File: config.mk
export PLATFORM = sky130hd
export DESIGN_NAME = rc4_phase_controller
export DESIGN_NICKNAME = d
export VERILOG_FILES = /design/src/rtl/rc4_phase_controller.sv
export SDC_FILE = /design/constraint.sdc
export NUM_CORES = 1
export LEC_CHECK = 0
export ABC_AREA = 1
export CAP_MARGIN = 25
export CORE_ASPECT_RATIO = 1.2
export CORE_UTILIZATION = 44
export CTS_BUF_LIST = sky130_fd_sc_hd__clkbuf_4
export CTS_CLUSTER_DIAMETER = 120
export DETAILED_ROUTE_END_ITERATION = 8
export PLACE_DENSITY = 0.82
export SLEW_MARGIN = 20
export SYNTH_ARGS = -nofsm -noshare
export SYNTH_HDL_FRONTEND = slang
export SYNTH_SLANG_ARGS = --single-unit
export TNS_END_PERCENT = 50
File: constraint.sdc
create_clock -name clk -period 1.8 [get_ports clk]
set_input_delay 0.54 -clock clk [delete_from_list [all_inputs] [get_ports clk]]
set_output_delay 0.54 -clock clk [all_outputs]
set_load 0.01 [all_outputs]
File: src/rtl/rc4_phase_controller.sv
// rc4_phase_controller: sequences init/shuffle/decode over s_memory; define RC4_KEY_SEARCH_EN to step the key after a failed decode
module rc4_phase_controller #(
    parameter int KEY_WIDTH = 24,
    parameter logic [KEY_WIDTH-1:0] KEY_MAX = 24'h3FFFFF,
    parameter int GAP_CYCLES = 2
) (
    input  logic                 clk,
    input  logic                 reset,
    input  logic                 start,
    output logic                 init_start,
    input  logic                 init_done,
    output logic                 shuffle_start,
    input  logic                 shuffle_done,
    output logic                 decode_start,
    input  logic                 decode_done,
    input  logic                 decode_success,
    output logic [1:0]           select_share,
    output logic [KEY_WIDTH-1:0] secret_key,
    output logic                 busy,
    output logic                 success,
    output logic                 fail
);
`ifdef RC4_KEY_SEARCH_EN
    localparam bit SEARCH_EN = 1'b1;
`else
    localparam bit SEARCH_EN = 1'b0;
`endif
    localparam int CW = $clog2(GAP_CYCLES + 1);

    typedef enum logic [3:0] {
        IDLE, INIT_RUN, GAP_A, SHUF_RUN, GAP_B, DEC_RUN, GAP_C, PASS, FAIL
    } state_t;

    state_t state, state_nx;
    logic [CW-1:0] gap_cnt;
    logic [KEY_WIDTH-1:0] key_nx;
    logic gap_end;

    always_comb begin
        gap_end = gap_cnt == '0;
        state_nx = state;
        key_nx = secret_key;
        case (state)
            IDLE, PASS, FAIL: begin
                state_nx = start ? INIT_RUN : state;
                key_nx = start ? '0 : secret_key;
            end
            INIT_RUN: state_nx = (!init_start && init_done) ? GAP_A : INIT_RUN;
            GAP_A:    state_nx = gap_end ? SHUF_RUN : GAP_A;
            SHUF_RUN: state_nx = (!shuffle_start && shuffle_done) ? GAP_B : SHUF_RUN;
            GAP_B:    state_nx = gap_end ? DEC_RUN : GAP_B;
            DEC_RUN: begin
                if (!decode_start && decode_done) begin
                    if (decode_success) begin
                        state_nx = PASS;
                    end else if (SEARCH_EN && secret_key < KEY_MAX) begin
                        state_nx = GAP_C;
                        key_nx = secret_key + 1'b1;
                    end else begin
                        state_nx = FAIL;
                    end
                end
            end
            GAP_C:    state_nx = gap_end ? INIT_RUN : GAP_C;
            default:  state_nx = IDLE;
        endcase
    end

    always_ff @(posedge clk) begin
        if (reset) begin
            state <= IDLE;
            gap_cnt <= '0;
            init_start <= 1'b0;
            shuffle_start <= 1'b0;
            decode_start <= 1'b0;
            select_share <= 2'b00;
            secret_key <= '0;
            busy <= 1'b0;
            success <= 1'b0;
            fail <= 1'b0;
        end else begin
            state <= state_nx;
            secret_key <= key_nx;
            gap_cnt <= (state_nx != state) ? CW'(GAP_CYCLES - 1) : gap_end ? gap_cnt : gap_cnt - 1'b1;
            init_start <= state_nx == INIT_RUN && state != INIT_RUN;
            shuffle_start <= state_nx == SHUF_RUN && state != SHUF_RUN;
            decode_start <= state_nx == DEC_RUN && state != DEC_RUN;
            select_share <= state_nx == INIT_RUN ? 2'b01 :
                            state_nx == SHUF_RUN ? 2'b10 :
                            state_nx == DEC_RUN  ? 2'b11 : 2'b00;
            busy <= !(state_nx inside {IDLE, PASS, FAIL});
            success <= state_nx == PASS;
            fail <= state_nx == FAIL;
        end
    end
endmodule

* Word level (Yosys, flattened, before mapping)
Cells that the tools add are included.
Cells by class: mux-type cells 14, equal/unequal tests 18, add/sub/neg operators 1, reduce and logical (&&, ||, !) cells 17
Operators with widths (count):
- $pmux W4 S7 | 1
- $eq A4 B3 Y1 const B | 6
- $eq A4 B2 Y1 const B | 3
- $mux W4 | 3
- $eq A4 B1 Y1 const B | 2
- $eq A4 B4 Y1 const B | 2
- $logic_not A4 Y1 | 2
- $logic_and A1 B1 Y1 | 6
- $mux W2 | 3
- $mux W3 | 2
- $mux W1 | 5
- $logic_not A1 Y1 | 4
- $ne A4 B1 Y1 const B | 1
- $ne A4 B2 Y1 const B | 1
- $ne A4 B3 Y1 const B | 1
- $ne A4 B4 Y1 | 1
- $reduce_or A2 Y1 | 2
- $reduce_bool A3 Y1 | 1
- $reduce_or A3 Y1 | 1
- $logic_not A2 Y1 | 1
- $ne A2 B1 Y1 const B | 1
- $sub A2 B1 Y2 const B | 1
Word-level totals: logic and storage cells 61, flip-flop bits (word level) 14, output and inout bits 32, bits of input ports 7

* Depth between registers and ports, before layout
word-level depth 8, depth in mapped cells 14, mapped depth without buffers 14

* Worst setup path after synthesis
OpenSTA, ideal clock, no wires.
path kind register to register, start point register gap_cnt[0], end point register gap_cnt[0], clock period less this slack 1.383 ns, arrival time 1.274 ns, data required time 1.691 ns, library setup time 0.109 ns, path buffers 0, slack 0.417 ns, stages on the path, launching flop included 14, cell sequence dfxtp_1 -> inv_1 -> ha_1 -> inv_1 -> nand3_1 -> nand2_1 -> nor2_1 -> nand2_2 -> nand2_1 -> nand2_1 -> inv_1 -> nand3_1 -> nand2_1 -> inv_1
Between the ends: word-level cells in the longest chain between the ends 5, elaborated cells on any way between the ends 10, those cells by class add/sub: 1; eq/ne: 2; mux: 6; reduce/logical: 1
Ends and longest elaborated chain:
- start: declaration | line 35 | logic [CW-1:0] gap_cnt;
- start signal: assignment | line 84 | gap_cnt <= (state_nx != state) ? CW'(GAP_CYCLES - 1) : gap_end ? gap_cnt : gap_cnt - 1'b1;
- $logic_not A2 Y1 | line 40 | gap_end = gap_cnt == '0;
- $mux W3 or $mux W1 (tied branches) | line 64, 49, 51
- $pmux W4 S7 | line 43 | case (state)
- $ne A4 B4 Y1 | line 84
- $ne A2 B1 Y1 (no source line) or $mux W1 (tied branches)
Parallel ways exist; a longest one is shown, timed or not. The select of a mux whose other input is x is not followed. A chain may end at the register's enable or synchronous reset.

* Worst setup path in the final report
start point register init_start, end point output init_start
RTL lines:
- start: declaration | line 10 | output logic init_start,
- start signal: assignment | line 73 | init_start <= 1'b0;
- start signal: assignment | line 85 | init_start <= state_nx == INIT_RUN && state != INIT_RUN;
No word-level cell between the ends.

==> results.txt <==
- Setup crit end kind: output pin
- Grouping stages by cell kind, the critical path spends the most delay in buffers and inverters.
* Result of the run: finished, final reports clean
* Power density over cell area: roughly 1000 nW/um^2
- Inst Count DP: about 200
- The worst setup path is launched from a flip-flop.
- Synth async-reset ratio: 0%
- Proportion of netlist area held by the largest area contributor: just under 30%
- The die covers roughly 2400 sq um.
- During placement, the flow inserted port buffers numbering 14.
- Total global routing track utilization: 16.16%
- Number of synthesis warnings: 0
* Remaining number of nets flagged by the antenna check after routing: 0
- The biggest area contributor in the post-synthesis netlist is dfxtp_1.
- Syn Inst Count: 147
- Sequential element share of the synthesized area: between 20 and 30%
* CTS root buffer: clkbuf_4
- Routed Wire Length: 1.722 mm
- Core Footprint: between 2000 and 2500 sq um
- The floorplan step set the die width to between 40 and 50 microns.
- Global routing used 15.73% of the available met1 tracks.
- Synthesized area per cell: 6.503 sq um
* Fill cell total of the finished layout: approximately 210
- Yosys mapped the design onto 21 distinct sky130hd cell types.
- The tool flagged a number of max-cap violations equal to 0.
* Clock tree from TritonCTS: done
* Sequential cell area in the final layout: between 200 and 300 sq um
- At the end of the flow, the number of nets in the layout was 180.
* Maximum fanout encountered on the critical timing path: 3
* Tightest Hold Check Type: reg2reg
- CTS built an H-tree with a depth of 1.
* Maximum clock frequency: between 500 and 600 MHz
- The detailed router finished its first iteration with 23 violations.
- In the finished design, the share of the clock period the worst path needs comes to between 90 and 100%.
- Half-perimeter wire length after detailed placement: around 1.5 mm
- The floorplan step set the die height to 53.06 microns.
* Chain of cells forming the critical path: clkdlybuf4s50_1
- Pin count of the biggest net entering global routing: 11
- Clock-pin slew was measured on the worst setup and hold paths at around 80 ps.
* Buf/Inv on CP: 1
- Worst endpoint data arrival time: 1180 ps
- EDFF count, synth: 0
- Counting every sink on the clock net gives 14.
- Fin crit period: about 1700 ps
* Final Slew Violations: 0
* Via count: just under 900
* Slowest cell on the critical path: clkdlybuf4s50_1
- Category of the most critical setup path: reg2out
* Number of antenna violations at the first check in global routing: 0
- Across the routed clock network, the largest skew measured is roughly 7.1 ps.
* Overflow left after global routing: 0
- Antenna diode instance count: 0
* Leakage power: 0.5940 nW
- Primary flip-flop cell chosen by synthesis mapping: dfxtp_1
- Cells with a size suffix above 1 make up ~15% of the layout.
* I/O pin count: 39
* Post-CTS Hold Buffers: 0
* Worst vdd ir: between 0.5 and 0.6 mV
- Final number of setup-violating endpoints: 0
- The layer flagged by global routing as most heavily used is met2.
- Synthesis inferred 14 register bits.
- Non-filler instance count after layout: 200
- Via count of the first global-routing pass: 788
- Relative to the synthesized area, the layout overhead comes to 17.28%.
- Overall Power: around 1.1 mW
- Counting the buffers created by CTS gives 3.
- In the routed layout, each cell is associated on average with a via count of 4.475.
- Hold Violations, Final: 0
- Required time at the endpoint of the critical path: around 1300 ps
- Post-detailed-route wirelength per cell: ~8.6 microns
- Max incr delay on CP: between 500 and 600 ps
- After synthesis, the cell types taking the most area are dfxtp_1, buf_4, nand2_1.
- Routability-driven placement finished with a final weighted congestion of around 0.87.
* Met2 GRT Util: between 20% and 30%
* Clock insertion delay at the later pin of the skew report: around 280 ps
- In this run the cell area of the synthesized design comes to around 960 sq um.
- The multi-input combinational cells in the finished layout cover a total of around 500 sq um.
- Final routed DRC violation total: 0
- Wire length of the first global-routing pass: 2.835 mm
- Initial standard-cell utilization of the core: between 40% and 50%
- Max clock buf depth: 2
- After floorplanning, the core was divided into 18 placement rows.
* Met3 Use GR: under 10%
- Count of TritonRoute iterations in the first routing pass: 5
- Setup repair after global routing missed its margin: false
-- path summary, 6_finish.rpt --
path | start | end | slack (ps) | cells past startpoint
setup / recovery | init_start | init_start | 80 | 1
hold / removal | gap_cnt[1] | gap_cnt[1] | 540 | 2
setup reg to reg | state[1] | gap_cnt[0] | 280 | 11
hold reg to reg | gap_cnt[1] | gap_cnt[1] | 540 | 2
-- cell usage after synthesis (2+ instances only) --
master and instances:
nand2_1 34, buf_4 24, inv_1 21, nor2_1 15, dfxtp_1 14, nand3_1 8, nor2_2 6, o21ai_0 4
a21oi_1 3, nand2_2 3, a31oi_1 2, inv_2 2, nand4_1 2, nor3_1 2
-- per-stage QoR --
stage / hold slack (ps) / setup TNS [ps] / instance area [sq um] / utilization, % / setup slack, ps
after global routing: 575.2 / 0 / 1121 / 54.70 / 28.06
after floorplan: 490.9 / 0 / 1042 / - / 417.2
after detailed placement: 526.9 / -578.7 / 1096 / 53.48 / -162.9
after global placement: 513.2 / -454.8 / 1096 / 53.48 / -130.3
after CTS: 549.6 / 0 / 1119 / 54.58 / 71.51
final: 541.8 / 0 / 1121 / 54.70 / 81.84
-- state kept, by name, summed over array words and instances, names as in the netlist --
signal and flops:
success 1, select_share 2, gap_cnt 2, busy 1, decode_start 1, shuffle_start 1, state 4, init_start 1
fail 1
-- final cells by class --
cell class                      instances  area share (%)
Clock buffer                            3           2.009
Inverter                               23           7.701
Multi-Input combinational cell        108           44.08
Sequential cell                        14           25.00
Tap cell                               30           3.348
Timing Repair Buffer                   22           17.86
-- cells in the final DEF, fill, tap and decap left out, types with 2 or more instances in the layout --
| cell type | Yosys | final |
|---|---|---|
| a21oi_1 | 3 | 3 |
| nand2_2 | 3 | 3 |
| conb_1 | 1 | 24 |
| clkbuf_4 | 0 | 3 |
| nor2_2 | 6 | 7 |
| nor2_1 | 15 | 14 |
| clkdlybuf4s50_1 | 0 | 14 |
| inv_2 | 2 | 3 |
| dfxtp_1 | 14 | 14 |
| nand3_1 | 8 | 8 |
| buf_4 | 24 | 8 |
| inv_1 | 21 | 20 |
| a31oi_1 | 2 | 2 |
| nor3_1 | 2 | 2 |
| o21ai_0 | 4 | 4 |
| nand4_1 | 2 | 2 |
| nand2_1 | 34 | 34 |
-- timing repair --
action                                  in CTS  in global routing
gates resized for setup                      0                  2
endpoints found under the setup margin       0                  1
setup buffers                                0                  0
-- power by group --
| part | switching, mW | total, mW | internal [mW] |
|---|---|---|---|
| registers | 0.0449 | 0.420 | 0.376 |
| logic | 0.318 | 0.555 | 0.237 |
| clock network | 0.0957 | 0.173 | 0.0776 |
| total | 0.459 | 1.15 | 0.690 |
-- cell families after synthesis --
family / synth area share, %
AO/OA/AOI/OAI: 4.973
other: 0.3923
flip-flops: 29.32
XOR/XNOR: 0.9164
AND/OR/NAND/NOR: 34.82
adder cells (fa/ha/maj): 1.309
buffers and inverters: 28.27
-- routing by layer --
metal / up-vias / part of all wire [%]
met4: 0 / 3.5
met1: 393 / 39
met3: 7 / 6.4
met2: 48 / 51
met5: - / 0
li1: 447 / -
-- worst register-to-register path, delay by kind of cell, from the launching register on --
| kind | cells | cell delay (ps) |
|---|---|---|
| flops | 1 | 460 |
| simple gates | 9 | 850 |
| buf+inv | 2 | 100 |
Note: power is estimated with default switching activity, not from simulation.
